### config.mk
export PLATFORM = sky130hd
export DESIGN_NAME = cpu_bus_arb_flat
export DESIGN_NICKNAME = d
export VERILOG_FILES = /design/src/rtl/cpu_bus_pkg.sv /design/src/rtl/cpu_bus_arb_if.sv /design/src/rtl/rr_arbiter.sv /design/src/rtl/cpu_bus_arb.sv /design/src/flat_wrapper.sv
export SDC_FILE = /design/constraint.sdc
export NUM_CORES = 1
export LEC_CHECK = 0
export ABC_AREA = 1
export CAP_MARGIN = 20
export CORE_UTILIZATION = 41
export DETAILED_ROUTE_END_ITERATION = 8
export PLACE_DENSITY = 0.89
export REMOVE_ABC_BUFFERS = 1
export SETUP_SLACK_MARGIN = 0.2
export SYNTH_ARGS = -nofsm -noshare
export SYNTH_HDL_FRONTEND = slang
export SYNTH_HIERARCHICAL = 1
export SYNTH_SLANG_ARGS = --single-unit
### constraint.sdc
create_clock -name cpu_clk -period 1.85 [get_ports cpu_clk]
set_input_delay 0.555 -clock cpu_clk [delete_from_list [all_inputs] [get_ports cpu_clk]]
set_output_delay 0.555 -clock cpu_clk [all_outputs]
set_load 0.01 [all_outputs]
### src/rtl/cpu_bus_pkg.sv
// Shared widths and FSM state type for the CPU register bus arbiter.
package cpu_bus_pkg;

    localparam int CPU_ADDR_W = 32;
    localparam int CPU_DATA_W = 16;

    typedef enum logic [1:0] {
        IDLE,
        ACCESS,
        TURN
    } cpu_arb_state_e;

endpackage

### src/rtl/cpu_bus_arb_if.sv
// Requester handshake plus CPU register bus signals of the arbiter.
// The arbiter connects through the slave modport. The requester/bus-model
// side uses the master modport.
interface cpu_bus_arb_if #(
    parameter int NUM_REQ = 2
);
    import cpu_bus_pkg::*;

    logic [NUM_REQ-1:0]            req_valid;
    logic [NUM_REQ-1:0]            req_wr;
    logic [NUM_REQ*CPU_ADDR_W-1:0] req_addr;
    logic [NUM_REQ*CPU_DATA_W-1:0] req_wdata;
    logic [NUM_REQ-1:0]            req_ready;
    logic [NUM_REQ-1:0]            rsp_valid;
    logic [CPU_DATA_W-1:0]         rsp_rdata;
    logic [CPU_ADDR_W-1:0]         cpu_addr;
    logic                          cpu_cs;
    logic                          cpu_wr;
    logic                          cpu_rd;
    logic [CPU_DATA_W-1:0]         cpu_data_in;
    logic [CPU_DATA_W-1:0]         cpu_data_out;

    modport master (
        output req_valid, req_wr, req_addr, req_wdata, cpu_data_out,
        input  req_ready, rsp_valid, rsp_rdata,
        input  cpu_addr, cpu_cs, cpu_wr, cpu_rd, cpu_data_in
    );

    modport slave (
        input  req_valid, req_wr, req_addr, req_wdata, cpu_data_out,
        output req_ready, rsp_valid, rsp_rdata,
        output cpu_addr, cpu_cs, cpu_wr, cpu_rd, cpu_data_in
    );

endinterface

### src/rtl/rr_arbiter.sv
// Combinational round-robin picker.
// The search starts at ptr and wraps around. It returns a one-hot grant,
// the binary index of the winner, and a flag that is set when any
// request was seen.
module rr_arbiter #(
    parameter  int N  = 2,
    localparam int IW = (N > 1) ? $clog2(N) : 1
) (
    input  logic [N-1:0]  req,
    input  logic [IW-1:0] ptr,
    output logic [N-1:0]  gnt,
    output logic [IW-1:0] idx,
    output logic          found
);

    logic [IW:0] pos;

    // Walk the requesters from ptr upward; the first one found wins.
    always_comb begin
        gnt   = '0;
        idx   = '0;
        found = 1'b0;
        pos   = '0;
        for (int i = 0; i < N; i++) begin
            pos = {1'b0, ptr} + (IW+1)'(i);
            if (pos >= (IW+1)'(N)) begin
                pos = pos - (IW+1)'(N);
            end
            if (!found && req[pos[IW-1:0]]) begin
                found              = 1'b1;
                gnt[pos[IW-1:0]]   = 1'b1;
                idx                = pos[IW-1:0];
            end
        end
    end

endmodule

### src/rtl/cpu_bus_arb.sv
// Round-robin arbiter and fixed-length cycle sequencer for the shared
// CPU register bus. The slaves have no ack, so every access holds cs
// for exactly ACC_CYC cycles. A TURN cycle follows each access and
// returns the response.
module cpu_bus_arb
    import cpu_bus_pkg::*;
#(
    parameter int NUM_REQ = 2,
    parameter int ACC_CYC = 2
) (
    input logic           cpu_clk,
    input logic           rst,
    cpu_bus_arb_if.slave  bus
);

    localparam int IW = $clog2(NUM_REQ);
    localparam int CW = $clog2(ACC_CYC + 1);

    cpu_arb_state_e        state;
    logic [IW-1:0]         ptr;
    logic [IW-1:0]         owner;
    logic                  acc_wr;
    logic [CW-1:0]         cnt;
    logic [NUM_REQ-1:0]    gnt;
    logic [IW-1:0]         gnt_idx;
    logic                  gnt_found;
    logic [CPU_ADDR_W-1:0] addr_arr [NUM_REQ];
    logic [CPU_DATA_W-1:0] wdata_arr [NUM_REQ];

    for (genvar i = 0; i < NUM_REQ; i++) begin : g_unpack
        assign addr_arr[i]  = bus.req_addr[i*CPU_ADDR_W +: CPU_ADDR_W];
        assign wdata_arr[i] = bus.req_wdata[i*CPU_DATA_W +: CPU_DATA_W];
    end

    rr_arbiter #(.N(NUM_REQ)) u_rr_arbiter (
        .req   (bus.req_valid),
        .ptr   (ptr),
        .gnt   (gnt),
        .idx   (gnt_idx),
        .found (gnt_found)
    );

    assign bus.req_ready = (state == IDLE && !rst) ? gnt : '0;

    // Sequencer: accept in IDLE, hold the bus for ACC_CYC cycles, then respond in TURN.
    always_ff @(posedge cpu_clk) begin
        if (rst) begin
            state           <= IDLE;
            ptr             <= '0;
            owner           <= '0;
            acc_wr          <= 1'b0;
            cnt             <= '0;
            bus.cpu_addr    <= '0;
            bus.cpu_cs      <= 1'b0;
            bus.cpu_wr      <= 1'b0;
            bus.cpu_rd      <= 1'b0;
            bus.cpu_data_in <= '0;
            bus.rsp_valid   <= '0;
            bus.rsp_rdata   <= '0;
        end else begin
            case (state)
                IDLE: begin
                    if (gnt_found) begin
                        owner           <= gnt_idx;
                        acc_wr          <= bus.req_wr[gnt_idx];
                        cnt             <= CW'(ACC_CYC - 1);
                        ptr             <= (gnt_idx == IW'(NUM_REQ - 1)) ? '0 : gnt_idx + 1'b1;
                        bus.cpu_addr    <= addr_arr[gnt_idx];
                        bus.cpu_cs      <= 1'b1;
                        bus.cpu_wr      <= bus.req_wr[gnt_idx];
                        bus.cpu_rd      <= !bus.req_wr[gnt_idx];
                        bus.cpu_data_in <= bus.req_wr[gnt_idx] ? wdata_arr[gnt_idx] : '0;
                        state           <= ACCESS;
                    end
                end
                ACCESS: begin
                    cnt <= cnt - 1'b1;
                    if (cnt == '0) begin
                        bus.cpu_addr     <= '0;
                        bus.cpu_cs       <= 1'b0;
                        bus.cpu_wr       <= 1'b0;
                        bus.cpu_rd       <= 1'b0;
                        bus.cpu_data_in  <= '0;
                        bus.rsp_valid    <= '0;
                        bus.rsp_valid[owner] <= 1'b1;
                        bus.rsp_rdata    <= acc_wr ? '0 : bus.cpu_data_out;
                        state            <= TURN;
                    end
                end
                TURN: begin
                    bus.rsp_valid <= '0;
                    bus.rsp_rdata <= '0;
                    state         <= IDLE;
                end
                default: begin
                    state <= IDLE;
                end
            endcase
        end
    end

endmodule

### src/flat_wrapper.sv
// flat-port wrapper written by rule: the top's interface ports become plain ports
module cpu_bus_arb_flat import cpu_bus_pkg::*;
#(
    parameter int NUM_REQ = 2,
    parameter int ACC_CYC = 2
)
  (cpu_clk, rst, bus_req_valid, bus_req_wr, bus_req_addr, bus_req_wdata, bus_cpu_data_out, bus_req_ready, bus_rsp_valid, bus_rsp_rdata, bus_cpu_addr, bus_cpu_cs, bus_cpu_wr, bus_cpu_rd, bus_cpu_data_in);
  cpu_bus_arb_if #(.NUM_REQ(NUM_REQ)) bus_i ();
  input logic cpu_clk;
  input logic rst;
  input wire logic [$bits(bus_i.req_valid)-1:0] bus_req_valid;
  input wire logic [$bits(bus_i.req_wr)-1:0] bus_req_wr;
  input wire logic [$bits(bus_i.req_addr)-1:0] bus_req_addr;
  input wire logic [$bits(bus_i.req_wdata)-1:0] bus_req_wdata;
  input wire logic [$bits(bus_i.cpu_data_out)-1:0] bus_cpu_data_out;
  output wire logic [$bits(bus_i.req_ready)-1:0] bus_req_ready;
  output wire logic [$bits(bus_i.rsp_valid)-1:0] bus_rsp_valid;
  output wire logic [$bits(bus_i.rsp_rdata)-1:0] bus_rsp_rdata;
  output wire logic [$bits(bus_i.cpu_addr)-1:0] bus_cpu_addr;
  output wire logic [$bits(bus_i.cpu_cs)-1:0] bus_cpu_cs;
  output wire logic [$bits(bus_i.cpu_wr)-1:0] bus_cpu_wr;
  output wire logic [$bits(bus_i.cpu_rd)-1:0] bus_cpu_rd;
  output wire logic [$bits(bus_i.cpu_data_in)-1:0] bus_cpu_data_in;
  assign bus_i.req_valid = bus_req_valid;
  assign bus_i.req_wr = bus_req_wr;
  assign bus_i.req_addr = bus_req_addr;
  assign bus_i.req_wdata = bus_req_wdata;
  assign bus_i.cpu_data_out = bus_cpu_data_out;
  assign bus_req_ready = bus_i.req_ready;
  assign bus_rsp_valid = bus_i.rsp_valid;
  assign bus_rsp_rdata = bus_i.rsp_rdata;
  assign bus_cpu_addr = bus_i.cpu_addr;
  assign bus_cpu_cs = bus_i.cpu_cs;
  assign bus_cpu_wr = bus_i.cpu_wr;
  assign bus_cpu_rd = bus_i.cpu_rd;
  assign bus_cpu_data_in = bus_i.cpu_data_in;
  cpu_bus_arb #(.NUM_REQ(NUM_REQ), .ACC_CYC(ACC_CYC)) u_core (.cpu_clk(cpu_clk), .rst(rst), .bus(bus_i));
endmodule
## Yosys cells after proc, flatten, opt, wreduce, memory -nomap -nowiden

Cells that the tools add are included.

- $add $sub $neg: 5
- Order comparisons: 10
- Equal/unequal tests: 4
- Multiplexer cells: 51
- Bitwise operators: 2
- Reductions and logical operators: 17

Operators with widths:

| cell | count |
|---|---|
| two-way mux 32 bit | 5 |
| two-way mux 16 bit | 8 |
| one-hot mux 16 bit (2 select lines) | 2 |
| one-hot mux 32 bit (2 select lines) | 1 |
| two-way mux 1 bit | 20 |
| two-way mux 2 bit | 6 |
| one-hot mux 2 bit (2 select lines) | 3 |
| < comparator 1 x 2 -> 1 bit (second input constant) | 4 |
| AND reduction 2 bit | 4 |
| one-hot mux 1 bit (2 select lines) | 3 |
| logical AND 1 bit | 5 |
| >= comparator 2 bit (second input constant) | 2 |
| logical NOT 2 bit | 2 |
| inequality test 2 x 1 -> 1 bit (second input constant) | 2 |
| nonzero test 2 bit | 2 |
| demux 1 bit (select 1 bit) | 3 |
| >= comparator 1 bit (second input constant) | 3 |
| logical NOT 1 bit | 3 |
| AND reduction 3 bit | 1 |
| adder 1 x 1 -> 2 bit (second input constant) | 1 |
| == test 2 x 1 -> 1 bit (second input constant) | 1 |
| == test 2 bit (second input constant) | 1 |
| >= comparator 1 x 2 -> 1 bit (second input constant) | 1 |
| NOT 1 -> 2 bit | 1 |
| 4 further kinds | 5 |

- Register bits: 76
- Bits of input ports: 118
- Output and inout port bits: 71
- Logic and storage cells: 101

## Depth between registers and ports, before layout

- Word-level depth: 15
- Gate-level depth with buffers: 10
- Mapped depth without buffers: 9

## Cells and area by module

Netlist, hierarchy kept.

Modules (own cells, without submodules):

| module | times used | cells an instance | area an instance (µm²) |
|---|---|---|---|
| cpu_bus_arb | 1 | 605 | 3,901.2 |
| rr_arbiter | 1 | 7 | 30.0 |

## Least setup slack after synthesis

Ideal clock, no wire load.

- Kind: input to output
- From: input port rst
- To: output port bus_req_ready[0]
- Arrival: 1.209 ns
- Data required time: 1.295 ns
- Setup slack: 0.086 ns
- Stages on the path: 5
- Buffers on the path: 2
- Path through: buf_2 > clkinv_1 > buf_2 > nand2_1 > nor2_1

- Cells in the longest elaborated chain, start to end: 3

Ends and longest elaborated chain:

| element | line | text |
|---|---|---|
| start, declared | flat_wrapper.sv:10 | `input logic rst;` |
| logical NOT 1 bit | cpu_bus_arb.sv:43 | `assign bus.req_ready = (state == IDLE && !rst) ? gnt : '0;` |
| logical AND 1 bit | cpu_bus_arb.sv:43 |  |
| two-way mux 2 bit | cpu_bus_arb.sv:43 |  |
| end, declared | flat_wrapper.sv:16 | `output wire logic [$bits(bus_i.req_ready)-1:0] bus_req_ready;` |

Every way passes these cells.

## Worst setup path after layout

- From: register u_core.ptr
- To: output port bus_req_ready[1]

- Cells in the longest elaborated chain, start to end: 10
- Elaborated cells on any way between the ends: 28
- Classes of those cells: add/sub (3); order compare (6); mux (14); bitwise (1); reduce/logical (4)

Ends and longest elaborated chain:

| element | line | text |
|---|---|---|
| start, declared | cpu_bus_arb.sv:20 | `logic [IW-1:0] ptr;` |
| start signal, assigned | cpu_bus_arb.sv:67 | `ptr <= (gnt_idx == IW'(NUM_REQ - 1)) ? '0 : gnt_idx + 1'b1;` |
| adder 1 x 1 -> 2 bit (tied with other cells) | rr_arbiter.sv:25 | `pos = {1'b0, ptr} + (IW+1)'(i);` |
| >= comparator 2 bit (tied with other cells) | rr_arbiter.sv:26 | `if (pos >= (IW+1)'(N)) begin` |
| two-way mux 1 bit (tied with other cells) | rr_arbiter.sv:26 |  |
| < comparator 1 x 2 -> 1 bit (not written as such) (tied with other cells) | rr_arbiter.sv:31 | `gnt[pos[IW-1:0]] = 1'b1;` |
| logical AND 1 bit (not written as such) or two-way mux 1 bit (tied branches) | rr_arbiter.sv:31 |  |
| two-way mux 1 bit (not written as such) or demux 1 bit (select 1 bit) (tied branches) | rr_arbiter.sv:31 |  |
| demux 1 bit (select 1 bit) or two-way mux 2 bit (tied branches) | rr_arbiter.sv:31, rr_arbiter.sv:29 |  |
| bitwise OR 2 bit (no source line) | -- |  |
| two-way mux 2 bit (*) | rr_arbiter.sv:29 | `if (!found && req[pos[IW-1:0]]) begin` |
| via u_core.gnt[1] | cpu_bus_arb.sv:24 | `logic [NUM_REQ-1:0] gnt;` |
| two-way mux 2 bit (*) | cpu_bus_arb.sv:43 |  |

The timed path passes the listed nets; every way through them passes the cells marked *. The select of a mux whose other input is x is not followed.

==> results.yml <==
synthesis:
  synth_top_family_by_area: "simple AND/OR/NAND/NOR gates"
  synthCells: 612
  synthSimpleGateAreaFrac: 0.370
  yosysTopAreaCellShare: 0.387
  syn_area_um2: 3930
  yosysWarningCount: 6
  synth_top_area_cell: "dfxtp_1"
  synth_area_leaders: "dfxtp_1 (39%), nand2_1 (14%), nor2_1 (11%)"
  seq_area_frac_synth: 0.387
  ys_seq_elements: 76
  synth.mux.area_fraction: 0
  yosysUniqueCellTypes: 24
  syn_area_per_cell_um2: 6.42
  synthAdderAreaFrac: 0.00318
  synth-compound-area-share: 0.111
  synth_xor_area_frac: 0
global_routing:
  grt_pass1_vias: 4376
  grt_max_degree: 52
  antenna_found_initial: 0
  grt_util_all_layers: 0.235
  gr-total-overflow: 0
  grt_pass1_wl_um: 18900
clock_tree:
  cts_tree: "done"
  cts_sinks: 76
  clk_path_buf_depth: 2
  cts.clk_slew.worst_paths_ps: 80
  root_buffer: "clkbuf_8"
  cts_made_buffers: 9
  htreeDepth: 3
  clock_latency_ps: 350
critical_path:
  cpLargestDelayFamily: "flip-flops"
  setup.worst_path.end_class: "primary output"
  crit_buf_inv: 3
  slowest_delay_ps: 370
  crit_fanout: 3
  critPathSlowestCell: "dfxtp_2"
  crit_type: "register to primary output"
  crit_path_cell_trace: "inv_2 > a21oi_2 > inv_1 > nor2_1 > buf_2"
  cp.required_ps: 1290
  cp-start-kind: "register"
  arrival_ps: 1170
sta:
  rsz0062_at_grt: "yes"
  relSlewSlack: 0.682
  finalCritPeriodShare: 0.932
  tns_ps: 0
  worst_pin_slew_ps: 477
  setup_viol: 0
  skew_ps: 8.84
  drv_slew: 0
  fin_crit_ps: 1720
  max_freq_mhz: 580
  holdWs_ps: 472
  hold_viol: 0
drt:
  vias: 4491
  postRouteAntennaNets: 0
  drtIter0Drc: 167
  wl_per_cell_um: 12.6
  avgViaCountPerCell: 4.81
  dr.pass1.iters: 5
  drc: 0
  wl_um: 11700
layout:
  n_antenna_cell: 0
  layout.nets: 919
  syn2layout_area_growth_pct: 59.1
  drive_gt1_frac: 0.0907
  stdcell_area_um2: 6250
  fillers: 811
  layout.cells.non_filler: 934
place:
  port_buffers: 188
  place_area_um2: 6030
  dp_cells: 912
  gp_congestion: 0.807
  post-dp-hpwl_um: 8510
power_and_ir_drop:
  p_leak_nw: 3.14
  p_int_mw: 3.58
  p_sw_mw: 1.63
  swShare: 0.313
  seqPwrFrac: 0.373
  p_comb_frac: 0.331
  powerDensity_nw_per_um2: 833
  power_frac_clock: 0.296
  peakVddDrop_v: 0.000518
die:
  core_um2: 9280
  rows: 35
  start_util: 0.423
  ios: 189
  floorplan.die_area_um2: 9980
  die_y_um: 99.9
  die_width_um: 99.9
status:
  status: "completed"
run:
  max_cap_violations: 0
worst_hold_path:
  hold_class: "register to register"
[layer usage]
metal  up-vias  track usage  wire, µm
li1       2284            -         -
met1      2006        0.246      4620
met2       181        0.460      6100
met3        20       0.0341       808
met4         0        0.106       213
met5         -            0         0
[worst min-delay path, cell delays in order (launching register included)]
cell,delay (ps)
dfxtp_1,310
nand2_1,60
a21oi_1,50
[area by class of cell]
class | instances | area [µm²] | area share
repair buffers | 216 | 2090 | 0.334
multi-input cells | 421 | 1940 | 0.311
flip-flops and latches | 76 | 1530 | 0.244
inverters | 76 | 289 | 0.0462
well taps | 129 | 161 | 0.0258
clock buffers | 9 | 124 | 0.0198
clock inverters | 7 | 121 | 0.0194
[sequential cells by signal, indices dropped and copies added, names as in the netlist]
register	cells
u_core/owner	1
u_core/bus.cpu_data_in	16
u_core/bus.rsp_valid	2
u_core/bus.cpu_wr	1
u_core/ptr	1
u_core/bus.cpu_rd	1
u_core/state	2
u_core/bus.rsp_rdata	16
u_core/acc_wr	1
u_core/bus.cpu_cs	1
u_core/cnt	2
u_core/bus.cpu_addr	32
[synthesized netlist by cell type]
cell / number
a21oi_1: 47
buf_2: 21
buf_4: 5
buf_6: 3
clkbuf_1: 11
clkinv_1: 2
dfxtp_1: 76
ha_1: 1
inv_1: 70
inv_2: 3
inv_4: 1
nand2_1: 149
nand2_2: 3
nand2_4: 3
nand3_1: 54
nand3_4: 1
nand3b_1: 17
nor2_1: 111
nor2_2: 1
o211ai_1: 15
o21a_1: 1
o21ai_0: 15
o21ai_1: 1
or2_2: 1
[cell usage in the layout, fill, tap and decap left out, drive strengths merged]
| cell type | count |
|---|---|
| or2 | 1 |
| clkdlybuf4s50 | 114 |
| o211ai | 15 |
| ha | 1 |
| a21oi | 47 |
| dlygate4sd2 | 69 |
| clkbuf | 9 |
| bufinv | 3 |
| clkdlybuf4s15 | 1 |
| dfxtp | 76 |
| o21ai | 16 |
| nand2 | 155 |
| buf | 32 |
| inv | 77 |
| nand3b | 17 |
| nand3 | 56 |
| nor2 | 112 |
| clkinv | 3 |
| o21a | 1 |
[repair_timing]
item,CTS,global route
buffers inserted,1,4
hold buffers,0,0
pin swaps,3,6
endpoints found under the setup margin,120,69
cloned,0,1
resized for setup,90,10
[path summary, 6_finish.rpt]
kind                                   startpoint                 endpoint  slack [ps]  cells past startpoint
worst max register to register         u_core/ptr  u_core/bus.cpu_addr[16]         320                      8
worst min register to register  u_core/bus.cpu_cs        u_core/bus.cpu_cs         470                      2
worst max-delay path                   u_core/ptr         bus_req_ready[1]         130                      5
worst min-delay path            u_core/bus.cpu_cs        u_core/bus.cpu_cs         470                      2
[logic make-up after synthesis]
logic type,count (synthesis)
and+or+nand+nor,340
buffers and inverters,116
DFF,76
AOI/OAI and AO/OA,79
adders and majority gates,1
[per-stage QoR]
step           worst slack [ps]  power (mW)  utilization
2_1_floorplan             -3650        2.81            -
3_3_place_gp               -643        3.74        0.649
3_5_place_dp               -642        3.80        0.649
4_1_cts                    75.4        5.22        0.667
5_1_grt                    66.7        5.53        0.674
6_report                    125        5.21        0.674
[power by group through the flow]
| stage | clock network [mW] | logic, mW | registers, mW |
|---|---|---|---|
| CTS | 1.58 | 1.70 | 1.94 |
| detailed placement | 0 | 1.82 | 1.98 |
| floorplan | 0 | 0.744 | 2.07 |
| global placement | 0 | 1.76 | 1.97 |
| global route | 1.64 | 1.91 | 1.97 |
| finish | 1.54 | 1.73 | 1.95 |
Power figures use the tool's default switching activity.
